===== config.mk =====
export PLATFORM = sky130hd
export DESIGN_NAME = mac_accum_flat
export DESIGN_NICKNAME = d
export VERILOG_FILES = /design/src/rtl/mac_pkg.sv /design/src/rtl/mac_accum_if.sv /design/src/rtl/sat_add.sv /design/src/rtl/mac_accum.sv /design/src/flat_wrapper.sv
export SDC_FILE = /design/constraint.sdc
export NUM_CORES = 1
export LEC_CHECK = 0
export CAP_MARGIN = 20
export CORE_ASPECT_RATIO = 0.5
export CORE_MARGIN = 8
export CORE_UTILIZATION = 56
export CTS_BUF_LIST = sky130_fd_sc_hd__clkbuf_8 sky130_fd_sc_hd__clkbuf_16
export DETAILED_ROUTE_END_ITERATION = 8
export PLACE_DENSITY = 0.85
export SLEW_MARGIN = 20
export SYNTH_ARGS = -nofsm -noshare
export SYNTH_HDL_FRONTEND = slang
export SYNTH_HIERARCHICAL = 1
export SYNTH_SLANG_ARGS = --single-unit

===== constraint.sdc =====
create_clock -name clk -period 3.4 [get_ports clk]
set_input_delay 0.85 -clock clk [delete_from_list [all_inputs] [get_ports clk]]
set_output_delay 0.85 -clock clk [all_outputs]
set_load 0.01 [all_outputs]

===== src/rtl/mac_pkg.sv =====
`default_nettype none
// ============================================================
// mac_pkg : shared widths and state encoding for the MAC path
// Rev 1.0
// ============================================================
package mac_pkg;

  localparam int DATA_W    = 8;
  localparam int DEF_ACC_W = 10;
  localparam int DEF_CNT_W = 4;

  typedef enum logic [1:0] {
    IDLE  = 2'd0,
    ACCUM = 2'd1,
    HOLD  = 2'd2
  } state_t;

endpackage
`default_nettype wire


===== src/rtl/mac_accum_if.sv =====
`default_nettype none
// ============================================================
// mac_accum_if : sample input and window-total output bundle
// Rev 1.0
// ============================================================
interface mac_accum_if
  import mac_pkg::*;
#(
  parameter int ACC_W = DEF_ACC_W,
  parameter int CNT_W = DEF_CNT_W
) ();

  logic              in_valid;
  logic [DATA_W-1:0] in_data;
  logic [CNT_W-1:0]  len;
  logic              clear;
  logic              out_valid;
  logic              out_ready;
  logic [ACC_W-1:0]  out_sum;
  logic              out_sat;
  logic              drop;
  logic              busy;

  modport master (
    output in_valid, in_data, len, clear, out_ready,
    input  out_valid, out_sum, out_sat, drop, busy
  );

  modport slave (
    input  in_valid, in_data, len, clear, out_ready,
    output out_valid, out_sum, out_sat, drop, busy
  );

endinterface
`default_nettype wire


===== src/rtl/sat_add.sv =====
`default_nettype none
// ============================================================
// sat_add : unsigned saturating adder with overflow flag
// Rev 1.0
// ============================================================
module sat_add #(
  parameter int ACC_W = 10
) (
  input  wire logic [ACC_W-1:0] a,
  input  wire logic [ACC_W-1:0] b,
  output logic      [ACC_W-1:0] sum,
  output logic                  ovf
);

  logic [ACC_W:0] raw;

  assign raw = {1'b0, a} + {1'b0, b};
  assign ovf = raw[ACC_W];
  assign sum = ovf ? {ACC_W{1'b1}} : raw[ACC_W-1:0];

endmodule
`default_nettype wire


===== src/rtl/mac_accum.sv =====
`default_nettype none
// ============================================================
// mac_accum : saturating window accumulator with valid/ready output
// Rev 1.0
// ============================================================
module mac_accum
  import mac_pkg::*;
#(
  parameter int ACC_W = DEF_ACC_W,
  parameter int CNT_W = DEF_CNT_W
) (
  input wire logic   clk,
  input wire logic   rst_n,
  mac_accum_if.slave bus
);

  state_t           state_q, state_d;
  logic [ACC_W-1:0] acc_q, acc_d;
  logic [CNT_W-1:0] cnt_q, cnt_d;
  logic [CNT_W-1:0] len_q, len_d;
  logic             sat_q, sat_d;
  logic             drop_q, drop_d;
  logic             open_win;
  logic [ACC_W-1:0] add_sum;
  logic             add_ovf;

  sat_add #(.ACC_W(ACC_W)) u_sat_add (
    .a   (acc_q),
    .b   (ACC_W'(bus.in_data)),
    .sum (add_sum),
    .ovf (add_ovf)
  );

  always_ff @(posedge clk or negedge rst_n) begin
    if (!rst_n) begin
      state_q <= IDLE;
      acc_q   <= '0;
      cnt_q   <= '0;
      len_q   <= '0;
      sat_q   <= 1'b0;
      drop_q  <= 1'b0;
    end else begin
      state_q <= state_d;
      acc_q   <= acc_d;
      cnt_q   <= cnt_d;
      len_q   <= len_d;
      sat_q   <= sat_d;
      drop_q  <= drop_d;
    end
  end

  always_comb begin
    state_d  = state_q;
    acc_d    = acc_q;
    cnt_d    = cnt_q;
    len_d    = len_q;
    sat_d    = sat_q;
    drop_d   = drop_q;
    open_win = 1'b0;
    if (bus.clear) begin
      state_d = IDLE;
      acc_d   = '0;
      cnt_d   = '0;
      sat_d   = 1'b0;
      drop_d  = 1'b0;
    end else begin
      case (state_q)
        IDLE: open_win = bus.in_valid;
        ACCUM: begin
          if (bus.in_valid) begin
            acc_d = add_sum;
            sat_d = sat_q | add_ovf;
            cnt_d = cnt_q + CNT_W'(1);
            if (cnt_q == len_q - CNT_W'(1)) state_d = HOLD;
          end
        end
        HOLD: begin
          if (bus.out_ready) begin
            // A sample arriving with the handshake starts the next window directly.
            if (bus.in_valid) open_win = 1'b1;
            else              state_d  = IDLE;
          end else if (bus.in_valid) begin
            drop_d = 1'b1;
          end
        end
        default: state_d = IDLE;
      endcase
      if (open_win) begin
        acc_d   = ACC_W'(bus.in_data);
        len_d   = bus.len;
        cnt_d   = '0;
        sat_d   = 1'b0;
        state_d = (bus.len == '0) ? HOLD : ACCUM;
      end
    end
  end

  assign bus.out_valid = (state_q == HOLD);
  assign bus.out_sum   = acc_q;
  assign bus.out_sat   = sat_q;
  assign bus.drop      = drop_q;
  assign bus.busy      = (state_q == ACCUM);

endmodule
`default_nettype wire

===== src/flat_wrapper.sv =====
// flat-port wrapper written by rule: the top's interface ports become plain ports
module mac_accum_flat import mac_pkg::*;
#(
  parameter int ACC_W = DEF_ACC_W,
  parameter int CNT_W = DEF_CNT_W
)
  (clk, rst_n, bus_in_valid, bus_in_data, bus_len, bus_clear, bus_out_ready, bus_out_valid, bus_out_sum, bus_out_sat, bus_drop, bus_busy);
  mac_accum_if #(.ACC_W(ACC_W), .CNT_W(CNT_W)) bus_i ();
  input wire logic clk;
  input wire logic rst_n;
  input wire logic [$bits(bus_i.in_valid)-1:0] bus_in_valid;
  input wire logic [$bits(bus_i.in_data)-1:0] bus_in_data;
  input wire logic [$bits(bus_i.len)-1:0] bus_len;
  input wire logic [$bits(bus_i.clear)-1:0] bus_clear;
  input wire logic [$bits(bus_i.out_ready)-1:0] bus_out_ready;
  output wire logic [$bits(bus_i.out_valid)-1:0] bus_out_valid;
  output wire logic [$bits(bus_i.out_sum)-1:0] bus_out_sum;
  output wire logic [$bits(bus_i.out_sat)-1:0] bus_out_sat;
  output wire logic [$bits(bus_i.drop)-1:0] bus_drop;
  output wire logic [$bits(bus_i.busy)-1:0] bus_busy;
  assign bus_i.in_valid = bus_in_valid;
  assign bus_i.in_data = bus_in_data;
  assign bus_i.len = bus_len;
  assign bus_i.clear = bus_clear;
  assign bus_i.out_ready = bus_out_ready;
  assign bus_out_valid = bus_i.out_valid;
  assign bus_out_sum = bus_i.out_sum;
  assign bus_out_sat = bus_i.out_sat;
  assign bus_drop = bus_i.drop;
  assign bus_busy = bus_i.busy;
  mac_accum #(.ACC_W(ACC_W), .CNT_W(CNT_W)) u_core (.clk(clk), .rst_n(rst_n), .bus(bus_i));
endmodule

# Word-level counts from Yosys, hierarchy flattened
# Cells that the tools add are included.
[word_totals]
regBits = 22
latch_bits = 0
mem_bits_rw = 0
mem_bits_ro = 0
input_bits = 17
elab_cells = 59
n_memories = 0
[classes]
n_addsub = 3
mul = 0
div_mod_pow = 0
magnitude_cmp = 0
n_eq_ne = 9
shift = 0
mux = 29
bitwise = 2
n_reduce_logical = 10
[op_table]
columns = ["op", "n"]
rows = [
  ["$mux 10", 5],
  ["$mux 4", 4],
  ["$mux 2", 7],
  ["$ne 4x3->1 const B", 3],
  ["$add 10x8->11", 1],
  ["$mux 1", 11],
  ["$pmux 2 s3", 1],
  ["$reduce_bool 3->1", 2],
  ["$reduce_and 5->1", 1],
  ["$add 4x1->4 const B", 1],
  ["$eq 4x4->1", 1],
  ["$logic_not 4->1", 1],
  ["$ne 4x2->1 const B", 1],
  ["$reduce_and 2->1", 2],
  ["$reduce_bool 2->1", 2],
  ["$sub 4x1->4 const B", 1],
  ["$ne 3x2->1 const B", 1],
  ["$reduce_and 3->1", 1],
  ["$eq 2x1->1 const B", 1],
  ["$eq 2x2->1 const B", 1],
  ["$logic_not 2->1", 1],
  ["$ne 2x2->1 const B", 1],
  ["$pmux 1 s2", 1],
  ["$not 1->1", 1],
  ["$or 1x1->1", 1],
]

# Depth between registers and ports, before layout
# Gate-level depths: netlist of run 1.
[depth]
depth_word = 7
depth_mapped = 11
mapped_depth_nobuf = 10

# Hierarchy
# The synthesis of run 1 kept the hierarchy.
[modules_own_cells]
columns = ["module", "instances", "cells_per_inst", "area_per_inst_um2", "seq_area_each_um2"]
rows = [
  ["mac_accum", 1, 116, 1177.4, 550.5],
  ["sat_add", 1, 69, 519.2, 0.0],
]

# Worst setup path after synthesis of run 1
# Ideal clock, no wire load.
[synth_timing]
path_type = "in2reg"
from = "input port bus_in_data[0]"
to = "register u_core.acc_q[8] (netlist: u_core/bus.out_sum[8])"
setup_time_ps = 129
arrival_time_ps = 2439
required_time_ps = 3271
slack_ps = 832
stages = 10
n_path_buf = 0
path_cell_list = "ha_1 -> inv_1 -> fa_1 -> nand2b_1 -> a21oi_2 -> o211ai_2 -> a2111oi_2 -> nor2_1 -> nand2_1 -> o21ai_0"
[synth_via]
elab_chain_cells = 6
[synth_rtl]
columns = ["element", "line_no", "text"]
rows = [
  ["start: declaration", "flat_wrapper.sv:12", "input wire logic [$bits(bus_i.in_data)-1:0] bus_in_data;"],
  ["$add 10x8->11", "sat_add.sv:17", "assign raw = {1'b0, a} + {1'b0, b};"],
  ["$mux 10", "sat_add.sv:19", "assign sum = ovf ? {ACC_W{1'b1}} : raw[ACC_W-1:0];"],
  ["named net u_core.add_sum[8]", "mac_accum.sv:24", "logic [ACC_W-1:0] add_sum;"],
  ["$mux 10", "mac_accum.sv:70", "if (bus.in_valid) begin"],
  ["$mux 10", "mac_accum.sv:67", "case (state_q)"],
  ["$mux 10", "mac_accum.sv:88", "if (open_win) begin"],
  ["$mux 10", "mac_accum.sv:60", "if (bus.clear) begin"],
  ["end signal: assignment", "mac_accum.sv:37", "acc_q <= '0;"],
  ["end signal: assignment", "mac_accum.sv:44", "acc_q <= acc_d;"],
  ["end: declaration", "mac_accum.sv:18", "logic [ACC_W-1:0] acc_q, acc_d;"],
]
# The timed path passes the listed nets, and every way through them passes these cells. The select of a mux whose other input is x is not followed.
# A chain may end at the register's enable or synchronous reset.

# Final worst setup path of run 1
[layout_timing]
from = "input port bus_in_data[0]"
to = "register u_core.acc_q[7] (netlist: u_core/bus.out_sum[7])"
# Same word-level chain as after synthesis.

==> summary.md, run 1 <==
| Metric | Value |
|---|---|
| H-tree levels | 1 |
| Post-synthesis sequential area ratio | 32.45% |
| Final setup vio count | 0 |
| Seq cells post-synth | 22 |
| YS warnings | 6 |
| Hold_buf cts | 0 |
| CP endpoint kind | register |
| Cell count after synthesis | 185 |
| Reg clk slew, reported paths | 0.09 ns |
| R2R Path Start | u_core/bus.out_sum[7] |
| CTS tree | built |
| RSZ-0062 raised after global routing | false |
| Antenna cells | 0 |
| Proportion of layout cells with a drive suffix above 1 | 11.52% |
| Crit-path max FO | 10 |
| Final hold vios | 0 |
| Worst hold start | u_core/bus.drop |
| CP Launch Type | input port |
| Largest net degree at the start of global routing | 23 |
| Worst path cell trace | clkdlybuf4s50_1 > ha_1 > inv_1 > fa_1 > nand2b_1 > a21oi_2 > o2111ai_1 > and2_1 > nand2_1 > a22oi_1 > o21ai_1 |
| Pre-CTS setup slack | 0.1983 ns |
| Post-Synth Simple-Gate Area | 18.73% |
| Arrival @ worst endpoint | 3.20 ns |
| Max-slew violation count | 0 |
| Peak VDD IR | 0.2240 mV |
| DP HPWL | 2902 um |
| Core ar. | 0.002943 mm2 |
| Critical path buffers and inverters | 2 |
| Hold slack | 0.5053 ns |
| RD Place Congestion | 0.8987 |
| Total GRT Usage | 16.85% |
| Synth Area in Adders | 10.03% |
| # placed instances | 253 |
| Io pins | 31 |
| Least-Margin Pin Slew | 0.6405 ns |
| Port buffer count | 30 |
| Initial Utilization | 57.65% |
| Cell Pwr Density | 522.4 mW/mm2 |
| Vias per Instance | 5.868 |
| Die Y | 54.92 um |
| CP top delay family | simple AND/OR/NAND/NOR gates |
| Post-CTS setup buffer count | 0 |
| Inserted Clock Buffers | 3 |
| Final setup TNS | 0 ns |
| Worst Clk Skew | 0.006923 ns |
| Area growth syn-to-layout | 23.89% |
| Root buf cell | clkbuf_8 |
| FMAX | 0.3328 GHz |
| Die width | 93.84 um |
| First-pass GRT wire length | 6865 um |
| Relative slew slack | 57.17% |
| Drt drc | 0 |
| CTS sink count | 22 |
| Post-route ant nets | 0 |
| Req. time, crit path | 3.59 ns |
| Combinational family with the most area after synthesis | compound AO/OA/AOI/OAI gates |
| Post-synthesis compound-gate area fraction | 25.22% |
| Total iterations of the first detailed-routing run | 4 |
| Post-route minimum period | 3.005 ns |
| Final std cells w/o fill | 257 |
| Multiplexer area fraction after synthesis | 1.327% |
| Synth unique cells | 51 |
| Die area | 0.005154 mm2 |
| Global route total overflow | 0 |
| Outcome | finished, final reports clean |
| Hold/Removal Path Class | reg2reg |
| Hold path cells | 2 |
| Tcrit/Tclk final | 88.37% |
| Critical-path top delay cell | clkdlybuf4s50_1 |
| Initial antenna violation count | 0 |
| Cts repair resizes | 0 |
| Total Wirelength | 4137 um |
| Crit. Startpoint | bus_in_data[0] |
| Cell depth of the worst flop-to-flop path | 8 |
| Detailed-route via count | 1508 |
| # rows | 14 |
| Final Power | 1.098 mW |
| Final #Nets | 248 |
| Initial drt markers | 53 |
| Clock Latency Late Sink | 0.27 ns |
| Avg Cell Area, Syn | 9.171 um2 |
| CTS Buffer Depth | 2 |
| DR WL/cell | 16.10 um |
| Post-synthesis xor/xnor area fraction | 7.522% |
| Max Cap Viol | 0 |
| Critical Path Stages | 11 |
| Worst Setup Path Type | in2reg |
| Post-Syn Area | 0.001697 mm2 |
| Final setup margin | 0.3954 ns |
| Static leakage | 0.9288 nW |
| Largest stage delay, worst path | 0.48 ns |
| Vias in the first global route | 1468 |
| Fillers | 234 |
-- per-stage QoR --
stage	utilization, %	cell area [um2]
after floorplan	-	1700
after global placement	69.01	2031
after detailed placement	69.01	2031
after CTS	71.43	2102
after global routing	71.43	2102
final	71.43	2102
-- cells in the mapped netlist, drive strengths merged --
cell type,n,area share (%)
xnor2,2,1.0
a21oi,12,4.4
ha,12,8.8
o22ai,1,0.37
nor2,16,4.1
o211ai,2,1.2
buf,5,2.1
xor2,10,5.2
fa,1,1.2
xnor3,1,1.3
o21bai,1,0.44
nand3,1,0.29
conb,1,0.22
a22o,1,0.52
a21o,4,1.8
and4,2,1.0
or2,1,0.37
nand2,24,5.3
nor2b,3,2.0
mux2,2,1.3
a211oi,3,1.6
a2111oi,1,0.88
nor4,1,0.37
and2,2,0.89
nand2b,6,2.8
o41ai,1,0.96
o2111ai,2,1.0
inv,11,2.4
dfrtp,22,32
a2bb2oi,1,1.5
nor3,3,1.2
nand4,1,0.37
a311oi,1,0.88
a22oi,9,4.0
o21ai,19,5.6
-- flip-flops by register name, indices dropped and copies added (netlist names) --
signal and flops:
u_core/bus.out_sum 10, u_core/cnt_q 4, u_core/len_q 4, u_core/state_q 2
u_core/bus.drop 1, u_core/bus.out_sat 1
-- report_power, final --
part | internal [mW] | total [mW] | leakage (nW) | switching (mW)
combinational | 0.238 | 0.503 | 0.606 | 0.265
sequential | 0.304 | 0.344 | 0.287 | 0.0403
clock | 0.157 | 0.251 | 0.0357 | 0.0934
-- cells in the final DEF (no fill, tap or decap), types with 2 or more instances in the layout --
cell type,count
clkdlybuf4s50_1,30
nand2_1,24
dfrtp_1,22
nor2_1,14
ha_1,12
o21ai_1,11
inv_1,10
xor2_1,10
a21oi_1,10
a22oi_1,9
o21ai_0,8
a21o_1,4
nand2b_1,4
clkbuf_8,3
nor2b_4,2
xnor2_1,2
nor3_1,2
o2111ai_1,2
mux2_2,2
a211oi_1,2
buf_4,2
and4_1,2
conb_1,2
-- per-layer routing --
metal / up-vias / global-route usage [%] / share of wire (%)
met5: - / 0 / 0
met4: 0 / 5.195 / 1.6
met3: 6 / 4.172 / 7.4
met2: 64 / 30.30 / 48
met1: 721 / 20.11 / 43
li1: 717 / - / -
-- path summary, 6_finish.rpt --
kind	to	slack, ns
min in group asynchronous	u_core/cnt_q[1]	0.93
min reg2reg	u_core/bus.drop	0.51
max	u_core/bus.out_sum[7]	0.40
min	u_core/bus.drop	0.51
max in group asynchronous	u_core/cnt_q[2]	2.23
max reg2reg	u_core/bus.out_sum[7]	1.00
-- kinds of logic after synthesis --
kind of cell / Yosys count
adder cells (fa/ha/maj): 13
AND/OR/NAND/NOR: 60
multiplexers: 2
flip-flops: 22
AO/OA/AOI/OAI: 58
buffers and inverters: 16
other: 1
XOR/XNOR: 13
-- layout make-up --
| type | instances | area (um2) | area share, % |
|---|---|---|---|
| clock inverter | 1 | 30.03 | 1.429 |
| timing repair buffer | 32 | 315.3 | 15.00 |
| clock buffer | 3 | 41.29 | 1.964 |
| tap | 40 | 50.05 | 2.381 |
| sequential | 22 | 550.5 | 26.19 |
| multi-input combinational | 148 | 1074 | 51.07 |
| inverter | 11 | 41.29 | 1.964 |
-- worst register-to-register path, delay by kind of cell, from the launching register on --
family | cells | cell delay (ns)
fa+ha+maj | 1 | 0.40
simple gates | 3 | 0.62
compound gates | 4 | 0.82
flops | 1 | 0.42
Power figures use the tool's default switching activity.
==> run 2: changes to the inputs <==
--- a/config.mk
+++ b/config.mk
@@ -8,10 +8,10 @@
 export CAP_MARGIN = 20
 export CORE_ASPECT_RATIO = 0.5
 export CORE_MARGIN = 8
-export CORE_UTILIZATION = 56
-export CTS_BUF_LIST = sky130_fd_sc_hd__clkbuf_8 sky130_fd_sc_hd__clkbuf_16
+export CORE_UTILIZATION = 58
+export CTS_BUF_LIST = sky130_fd_sc_hd__clkbuf_4
 export DETAILED_ROUTE_END_ITERATION = 8
-export PLACE_DENSITY = 0.85
+export PLACE_DENSITY = 0.87
 export SLEW_MARGIN = 20
 export SYNTH_ARGS = -nofsm -noshare
 export SYNTH_HDL_FRONTEND = slang
==> run 2 against run 1 <==
Against the previous run:
- wire length rose by 6.2%
- critical path depth did not move
- clock power fell by 15%
- clock skew rose by 0.012 ns
- flip-flop and latch count did not move
- final cell count did not move
- die area fell by 2.6%
- combinational power rose by 1%
- hold slack improved by 0.015 ns
- clock-buffer cell count did not move
- critical path type unchanged
- largest power group unchanged
==> summary.md, run 2 (synthesized netlist as in run 1, its figures left out) <==
| Metric | Value |
|---|---|
| Outcome | finished, final reports clean |
| DR WL/cell | 17.09 um (+6.2%) |
| Pre-CTS setup slack | 0.07653 ns (-0.1217 ns) |
| Highest metal used | met4 |
| Io pins | 31 (unchanged) |
| Initial antenna violation count | 0 (unchanged) |
| Placement Cell Area | 0.002031 mm2 (unchanged) |
| Most frequent cells in the layout | clkdlybuf4s50_1 (30), nand2_1 (24), dfrtp_1 (22) |
| Most Frequent Cell on Critical Path | nand2b_1 |
| Post-route minimum period | 3.059 ns (+0.05409 ns) |
| Final Power | 1.067 mW (-2.9%) |
| CTS Buffer Depth | 2 (unchanged) |
| Reg clk slew, reported paths | 0.15 ns (+0.06 ns) |
| Max Cap Viol | 0 (unchanged) |
| Max-slew violation count | 0 (unchanged) |
| Final setup margin | 0.3413 ns (-0.05408 ns) |
| Final #Nets | 248 (unchanged) |
| WL met1 | 1982 um (+12%) |
| Antenna cells | 0 (unchanged) |
| Inserted Clock Buffers | 3 (unchanged) |
| Initial drt markers | 79 (+49%) |
| DP HPWL | 3262 um (+12%) |
| Fin area | 0.002083 mm2 (-0.89%) |
| Final setup vio count | 0 (unchanged) |
| Area growth syn-to-layout | 22.79% |
| Clock Latency Late Sink | 0.33 ns (+0.06 ns) |
| Total Wirelength | 4393 um (+6.2%) |
| Arrival @ worst endpoint | 3.30 ns (+0.10 ns) |
| Largest stage delay, worst path | 0.49 ns (about the same) |
| Proportion of layout cells with a drive suffix above 1 | 11.52% (unchanged) |
| Req. time, crit path | 3.64 ns (+0.05 ns) |
| Initial Utilization | 58.70% (+1.0 points) |
| First-pass GRT wire length | 7245 um (+5.5%) |
| Total GRT Usage | 18.49% (+1.6 points) |
| FMAX | 0.3269 GHz (-1.8%) |
| # rows | 14 (unchanged) |
| CTS sink count | 22 (unchanged) |
| Total iterations of the first detailed-routing run | 4 (unchanged) |
| CP Launch Type | input port |
| Cts repair resizes | 0 (unchanged) |
| Cell Pwr Density | 512.0 mW/mm2 (-2.0%) |
| Final hold vios | 0 (unchanged) |
| Hold_buf cts | 0 (unchanged) |
| Die area | 0.005017 mm2 (-2.6%) |
| Final setup TNS | 0 ns (unchanged) |
| Least-Margin Pin Slew | 0.5320 ns (-0.1085 ns) |
| Worst Setup Path Type | in2reg |
| Worst Clk Skew | 0.01850 ns (+0.01157 ns) |
| Met3 wire length | 368 um (+21%) |
| Core ar. | 0.002890 mm2 (-1.8%) |
| Critical-path top delay cell | clkdlybuf4s50_1 |
| Relative slew slack | 64.42% (+7.3 points) |
| Vias in the first global route | 1447 (-1.4%) |
| Root buf cell | clkbuf_4 |
| Post-CTS setup buffer count | 0 (unchanged) |
| Hold/Removal Path Class | reg2reg |
| Port buffer count | 30 (unchanged) |
| CTS tree | built |
| RD Place Congestion | 0.8902 (-0.95%) |
| Max reg flops | 10 (unchanged) |
| Largest net degree at the start of global routing | 23 (unchanged) |
| Worst path cell trace | clkdlybuf4s50_1 > ha_1 > inv_1 > fa_1 > nand2b_1 > a21oi_2 > o2111ai_1 > and2_1 > nand2b_1 > a22oi_1 > o21ai_1 |
| Commonest non-fill, non-tap cell in the layout | clkdlybuf4s50_1 |
| Die Y | 54.25 um (-1.2%) |
| Routed wl met2 | 1963 um (-1.5%) |
| Peak VDD IR | 0.2782 mV (+24%) |
| Drt drc | 0 (unchanged) |
| Tcrit/Tclk final | 89.96% (+1.6 points) |
| H-tree levels | 1 (unchanged) |
| Crit-path max FO | 10 (unchanged) |
| Global route total overflow | 0 (unchanged) |
| Post-route ant nets | 0 (unchanged) |
| CP endpoint kind | register |
| Die width | 92.49 um (-1.4%) |
| RSZ-0062 raised after global routing | false |
| Fillers | 203 (-13%) |
| Vias per Instance | 5.903 (+0.60%) |
| Detailed-route via count | 1517 (+0.60%) |
| Static leakage | 0.9210 nW (-0.84%) |
[run 2: critical path, delay by kind of cell]
| kind | cells | cell delay (ns) |
|---|---|---|
| adder cells (fa/ha/maj) | 2 | 0.60 |
| buffers and inverters | 2 | 0.56 |
| AND/OR/NAND/NOR | 3 | 0.65 |
| AO/OA/AOI/OAI | 4 | 0.63 |
[run 2: per-layer routing]
layer | global-route usage [%] | up-vias
met1 | 24.73 | 716
met2 | 30.00 | 71
met4 | 5.013 | 0
li1 | - | 722
met5 | 0 | -
met3 | 4.378 | 8
[run 2: final cells by class]
type	instances	area, um2	share of cell area [%]
repair buffers	32	315.3	15.14
flip-flops and latches	22	550.5	26.43
clock buffers	3	22.52	1.081
inverters	11	41.29	1.982
clock inverters	1	30.03	1.441
multi-input cells	148	1074	51.53
well taps	40	50.05	2.402
[run 2: worst paths after layout]
check / start / to / slack (ns) / depth (start not counted)
max: bus_in_data[0] / u_core/bus.out_sum[0] / 0.34 / 11
min: u_core/bus.out_sat / u_core/bus.out_sat / 0.52 / 2
max reg2reg: u_core/bus.out_sum[0] / u_core/bus.out_sum[0] / 0.95 / 10
min reg2reg: u_core/bus.out_sat / u_core/bus.out_sat / 0.52 / 2
max in group asynchronous: rst_n / u_core/len_q[3] / 2.32 / 2
min in group asynchronous: rst_n / u_core/bus.out_sum[6] / 0.84 / 2
[run 2: stage by stage]
stage / hold WS [ns] / instances / utilization [%]
after floorplan: 0.5020 / 186 / -
after global placement: 0.4877 / 253 / 70.26
after detailed placement: 0.5052 / 253 / 70.26
after CTS: 0.5251 / 257 / 72.08
after global routing: 0.5527 / 257 / 72.08
final: 0.5202 / 257 / 72.08
[run 2: where the power goes]
| group | switching, mW | internal, mW | total [mW] | leakage (nW) |
|---|---|---|---|---|
| Combinational | 0.270 | 0.239 | 0.509 | 0.606 |
| Sequential | 0.0408 | 0.304 | 0.344 | 0.287 |
| Clock | 0.0937 | 0.119 | 0.213 | 0.0279 |
